## config.mk

```make
export PLATFORM = sky130hd
export DESIGN_NAME = sqrt_single_cycle
export DESIGN_NICKNAME = d
export VERILOG_FILES = /design/src/rtl/sqrt_single_cycle.sv
export SDC_FILE = /design/constraint.sdc
export NUM_CORES = 1
export LEC_CHECK = 0
export CELL_PAD_IN_SITES_DETAIL_PLACEMENT = 0
export CELL_PAD_IN_SITES_GLOBAL_PLACEMENT = 2
export CORE_AREA = 2 2 43 45
export CTS_CLUSTER_DIAMETER = 60
export DETAILED_ROUTE_END_ITERATION = 10
export DIE_AREA = 0 0 45 47
export DONT_BUFFER_PORTS = 1
export PLACE_DENSITY_LB_ADDON = 0.1
export SLEW_MARGIN = 15
export SYNTH_ARGS = -nofsm -noshare
export SYNTH_HDL_FRONTEND = slang
export SYNTH_SLANG_ARGS = --single-unit
```

## constraint.sdc

```tcl
create_clock -name clk -period 1 [get_ports clk]
set_input_delay 0.1 -clock clk [delete_from_list [all_inputs] [get_ports clk]]
set_output_delay 0.1 -clock clk [all_outputs]
set_load 0.01 [all_outputs]
```

## src/rtl/sqrt_single_cycle.sv

```systemverilog
// rtl/sqrt_single_cycle.sv - single-cycle unsigned integer square root, floor(sqrt(arg))
//
// sqrt_stage_cell: one restoring square-root step.
//   rem_in   - partial remainder from the previous step (ROOT_WIDTH+2 bits)
//   root_in  - partial root from the previous step (ROOT_WIDTH bits)
//   arg_pair - next two radicand bits, taken MSB pair first
//   rem_out  - updated remainder
//   root_out - partial root with the new bit shifted in
//
// sqrt_single_cycle: a combinational chain of DATA_WIDTH/2 cells followed by one
// output register.
//   clk      - clock, rising edge
//   rst_n    - asynchronous active-low reset, clears res and res_vld
//   arg_vld  - arg is valid this cycle
//   arg      - unsigned radicand
//   res_vld  - one-cycle pulse per accepted arg, one cycle after acceptance
//   res      - floor(sqrt(arg)) zero-extended, held while arg_vld is low

module sqrt_stage_cell #(
  parameter int ROOT_WIDTH = 4
) (
  input  logic [ROOT_WIDTH+1:0] rem_in,
  input  logic [ROOT_WIDTH-1:0] root_in,
  input  logic [1:0]            arg_pair,
  output logic [ROOT_WIDTH+1:0] rem_out,
  output logic [ROOT_WIDTH-1:0] root_out
);

  localparam int REM_WIDTH = ROOT_WIDTH + 2;

  logic [REM_WIDTH-1:0] shifted;
  logic [REM_WIDTH-1:0] trial;
  logic [REM_WIDTH:0]   diff;
  logic                 ge;
  logic [ROOT_WIDTH:0]  root_next;
  logic                 unused_bits;

  // The remainder never exceeds twice the partial root, so the two bits shifted
  // out of the top are always zero and can be dropped.
  assign shifted   = {rem_in[REM_WIDTH-3:0], arg_pair};
  assign trial     = {root_in, 2'b01};
  // One extra bit on the subtraction acts as the borrow / sign flag.
  assign diff      = {1'b0, shifted} - {1'b0, trial};
  assign ge        = ~diff[REM_WIDTH];
  assign rem_out   = ge ? diff[REM_WIDTH-1:0] : shifted;
  // The partial root has fewer significant bits than ROOT_WIDTH until the last
  // stage, so the bit shifted out of the top is always zero.
  assign root_next = {root_in, ge};
  assign root_out  = root_next[ROOT_WIDTH-1:0];

  assign unused_bits = ^{rem_in[REM_WIDTH-1:REM_WIDTH-2], root_next[ROOT_WIDTH]};

endmodule

module sqrt_single_cycle #(
  parameter int DATA_WIDTH = 8
) (
  input  logic                  clk,
  input  logic                  rst_n,
  input  logic                  arg_vld,
  input  logic [DATA_WIDTH-1:0] arg,
  output logic                  res_vld,
  output logic [DATA_WIDTH-1:0] res
);

  localparam int HALF_WIDTH = DATA_WIDTH / 2;
  localparam int REM_WIDTH  = HALF_WIDTH + 2;

  logic [HALF_WIDTH-1:0] root_final;
  logic                  unused_rem;

  // Each stage keeps its own signals so the chain links stage to stage through
  // the generate hierarchy rather than through one shared array.
  for (genvar k = 0; k < HALF_WIDTH; k++) begin : g_stage
    logic [REM_WIDTH-1:0]  rem_in;
    logic [REM_WIDTH-1:0]  rem_o;
    logic [HALF_WIDTH-1:0] root_in;
    logic [HALF_WIDTH-1:0] root_o;

    if (k == 0) begin : g_first
      assign rem_in  = '0;
      assign root_in = '0;
    end else begin : g_next
      assign rem_in  = g_stage[k-1].rem_o;
      assign root_in = g_stage[k-1].root_o;
    end

    sqrt_stage_cell #(
      .ROOT_WIDTH(HALF_WIDTH)
    ) u_cell (
      .rem_in  (rem_in),
      .root_in (root_in),
      .arg_pair(arg[DATA_WIDTH-1-2*k -: 2]),
      .rem_out (rem_o),
      .root_out(root_o)
    );
  end

  assign root_final = g_stage[HALF_WIDTH-1].root_o;
  // The final remainder is not needed for a floor root.
  assign unused_rem = ^g_stage[HALF_WIDTH-1].rem_o;

  // res only loads on an accepted arg, so a garbage arg while idle never
  // reaches the output.
  always_ff @(posedge clk or negedge rst_n) begin
    if (!rst_n) begin
      res_vld <= 1'b0;
      res     <= '0;
    end else begin
      res_vld <= arg_vld;
      if (arg_vld) begin
        res <= {{(DATA_WIDTH-HALF_WIDTH){1'b0}}, root_final};
      end
    end
  end

endmodule

```

-- Word-level counts from Yosys, hierarchy flattened
Cells that the tools add are included.
- flip-flop bits (word level): 5
- bits in latches: 0
- memory bits (writable): 0
- memory bits (read-only): 0
- output and inout port bits: 9
- word-level logic and storage cells: 13
- memories: 0
- add/sub/neg operators: 4
- $mul: 0
- div/mod/pow operators: 0
- $lt $le $gt $ge: 0
- equality and inequality tests: 0
- shift operators: 0
- muxes and demuxes: 3
- bitwise gates (word level): 4
- reduce and logical (&&, ||, !) cells: 0
- operators by type and width (operator ; count):
    $mux 4 ; 3
    $sub 6x3->7 ; 1
    $sub 6x4->7 ; 1
    $sub 6x5->7 ; 1
    $not 1->1 ; 4
    $sub 2x1->3 const B ; 1

-- Logic depth before layout (Yosys ltp)
- depth in word-level cells: 8
- depth in mapped cells: 15
- mapped depth without buffers: 15

-- Hierarchy
A second synthesis with hierarchy kept.
- cell total of the unflattened synthesis: 202
- area total of the unflattened synthesis: 1670.4 sq um
- by module, submodules not included (module ; times used ; cells an instance ; area each (sq um) ; seq. area each (sq um)):
    sqrt_stage_cell ; 4 ; 47 ; 366.6 ; 0.0
    sqrt_single_cycle ; 1 ; 14 ; 203.9 ; 125.1

-- Least setup slack after synthesis
No wires, ideal clock.
- path type: input-to-reg
- start: input arg[4]
- end: register res[0]
- arrival time: 2868 ps
- required time: 916 ps
- setup slack: -1952 ps
- stages on the path: 13
- buffers on the path: 0
- cells stage by stage: inv_1 > ha_1 > o21a_1 > mux2i_1 > ha_1 > and3_1 > a311oi_4 > mux2i_1 > xnor2_1 > ha_1 > o211ai_1 > or3_1 > a41oi_2
- longest elaborated chain between the ends: 6
- elaborated cells on any way between the ends: 8
- classes of those cells: add/sub (3); mux (2); bitwise (3)
- RTL lines (what ; RTL line ; RTL):
    start, declared ; 61 ; input logic [DATA_WIDTH-1:0] arg,
    $sub 6x3->7 ; 43 ; assign diff = {1'b0, shifted} - {1'b0, trial};
    $mux 4 / $not 1->1 (equally long branches) ; 45, 44 ;
    $sub 6x4->7 ; 43 ;
    $mux 4 / $not 1->1 (equally long branches) ; 45, 44 ;
    $sub 6x5->7 * ; 43 ;
    $not 1->1 * ; 44 ; assign ge = ~diff[REM_WIDTH];
    end signal, assigned ; 112 ; res <= {{(DATA_WIDTH-HALF_WIDTH){1'b0}}, root_final};
    end, declared ; 63 ; output logic [DATA_WIDTH-1:0] res
Mark *: on every way between the ends. The rest lies on a longest branch, timed or not.
A chain may end at the register's enable or synchronous reset.

-- Worst setup path after layout
Ends and elaborated chain as after synthesis.

==> out/metrics.yaml <==
placed_design:
  postPlaceCellArea_um2: 655.6
  hpwlAfterDp_um: 919.5
  port_buffers: 0
  dp_cells: 87
  place_congestion: 0.7200
  place_ws_ps: -2042
timing:
  skew_ps: 0
  finalSetupTns_ps: -2436
  whs_ps: 19.73
  final_max_slew_viol_count: 0
  rsz0062_at_grt: "yes"
  setup_viol: 2
  hold_violations: 0
  fin_crit_ps: 2686
  fmax_mhz: 372.3
  final.setup.worst_slack_ps: -1686
  final.period_utilization_pct: 268.6
global_routing:
  use_met3_pct: 2.308
  grt_max_degree: 8
  grt_pass1_wl_um: 1918
  grt_usage_pct: 12.59
  gr-usage-met2_pct: 22.29
  globalRoute.busiestLayer: "met2"
  grt_overflow: 0
  antenna_found_initial: 0
  use_met1_pct: 14.75
  grt_pass1_vias: 490
yosys:
  synth_top_area_share_pct: 23.26
  synthCells: 60
  synth-seq-cells: 5
  synth_area_leader_cell: "dfrtp_1"
  synthTopCellsByCount: "ha_1 (7), inv_1 (7), nor2_1 (7), dfrtp_1 (5), buf_4 (4)"
  ys.flop_type: "dfrtp_1"
  ys_seq_area_share_pct: 23.26
  ys_types: 28
  netlist_top_cells_area: "dfrtp_1 (23%), ha_1 (16%), mux2i_1 (5.6%)"
  synth-edff-count: 0
  syn_area_um2: 538.0
  ys_warn_count: 0
  async_reset_ff_share_pct: 100.0
  syn_avg_cell_area_um2: 8.967
clock_tree:
  cts_tree: "yes"
  clk_path_buf_depth: 2
  clkSinkCount: 5
  clock_latency_ps: 230
  cts_root_buf: "clkbuf_4"
  numCtsBuffers: 3
  htree_levels: 1
  cts.clk_slew.worst_paths_ps: 40
die:
  die_h_um: 47
  fp.dieW_um: 45
  io_pins: 20
  die_area_mm2: 0.002115
  coreArea_mm2: 0.001652
  row_count: 15
  initial_utilization_pct: 32.58
flow_run:
  max_cap_viol_count: 0
critical_path:
  end_kind: "flop"
  cp_common_cell: "ha_4"
  crit_type: "input port to flop"
  crit_slowest_cell: "or3_1"
  critical_path_buf_inv_count: 1
  cp.arrival_ps: 2840
  crit_chain: "clkinvlp_4 -> ha_4 -> o21a_1 -> mux2i_2 -> ha_4 -> and3_4 -> a311oi_4 -> mux2i_1 -> xnor2_1 -> ha_1 -> o211ai_1 -> or3_1 -> a41oi_2"
  crit_path_max_incr_delay_ps: 380
  cp_max_fo: 5
  worst_setup_path_start_kind: "input port"
  cpLargestDelayFamily: "compound AO/OA/AOI/OAI gates"
  cp.required_ps: 1150
route:
  vias: 477
  drt-vias-per-instance: 4.676
  drt_iter0_drc: 5
  route.detailed.drc: 0
  drt-wirelength-per-cell_um: 12.25
  wirelength_um: 1250
  dr.pass1.iters: 3
  ant_nets: 0
finish:
  fin_cells: 102
  final_layout_size_suffix_gt1_share_pct: 44.71
  fin_util_pct: 48.48
  diodes: 0
  syn_to_final_growth_pct: 48.84
  nets: 104
  design_area_um2: 800.8
  num-fill-cells: 151
run_status:
  status: "finished, violations left"
  violations: "setup timing"
pwr:
  finalPower_mw: 0.9190
  power.leakage_nw: 0.3599
  power_density_mw_per_mm2: 1148
  ir_drop_mv: 0.9635
min_path:
  hp-class: "input port to flop"
cell families (layout without fill, tap and decap cells):
group	count (synthesis)	in the layout	share of synthesized area, %
AOI/OAI and AO/OA	14	14	24.89
xor gates and xnor gates	2	2	3.256
adders and majority gates	7	7	16.28
buffers and inverters	12	34	11.16
DFF	5	5	23.26
muxes	3	3	5.582
other	1	4	0.6970
and+or+nand+nor	16	16	14.89
layout make-up:
| type | instances | area (um2) | area share (%) |
|---|---|---|---|
| clock buffers | 4 | 26.28 | 3.281 |
| inverters | 7 | 33.78 | 4.219 |
| multi-input cells | 46 | 412.9 | 51.56 |
| flip-flops and latches | 5 | 125.1 | 15.63 |
| well taps | 17 | 21.27 | 2.656 |
| repair buffers | 23 | 181.4 | 22.66 |
repair_timing:
item	in CTS	in global routing
gates cloned	0	0
pin swaps	9	0
gates resized for setup	6	0
setup endpoints to repair	2	2
hold endpoints to repair	9	0
hold buffers	2	0
buffers inserted	8	1
state kept, by name, indices dropped and copies added (netlist names):
| signal | count |
|---|---|
| res | 4 |
| res_vld | 1 |
placed cells by master (no fill, tap or decap), types with 2 or more instances in the layout:
master / Yosys / layout
mux2i_1: 3 / 2
a21oi_1: 3 / 2
nor2_1: 7 / 7
or3_1: 2 / 2
clkbuf_4: 0 / 3
dfrtp_1: 5 / 5
ha_1: 7 / 5
xnor2_1: 2 / 2
ha_4: 0 / 2
nand2_1: 2 / 2
dlygate4sd3_1: 0 / 2
clkinvlp_4: 0 / 2
conb_1: 1 / 4
inv_1: 7 / 5
buf_4: 4 / 20
power by group:
part	switching, mW	internal [mW]	total [mW]	leakage, nW
combinational	0.184	0.250	0.434	0.291
clock	0.0728	0.150	0.223	0.0150
sequential	0.0307	0.231	0.262	0.0543
total	0.287	0.632	0.919	0.360
per-layer routing:
metal  share of wire, %  vias to the layer above
li1                   -                      251
met1                 42                      217
met2                 54                        9
met3                3.8                        0
met4                  0                        0
met5                  0                        -
path summary, 6_finish.rpt:
check | end | slack (ps) | cells after the start | from
max in group asynchronous | res[0]$_DFFE_PN0P_ | 670 | 1 | rst_n
min in group asynchronous | res[3]$_DFFE_PN0P_ | 150 | 1 | rst_n
setup / recovery | res[0]$_DFFE_PN0P_ | -1690 | 13 | arg[4]
setup reg to reg | res[0]$_DFFE_PN0P_ | 270 | 2 | res[0]$_DFFE_PN0P_
hold reg to reg | res[1]$_DFFE_PN0P_ | 590 | 2 | res[1]$_DFFE_PN0P_
hold / removal | res[2]$_DFFE_PN0P_ | 20 | 2 | arg_vld
No activity file was read; power rests on OpenSTA's default activity.
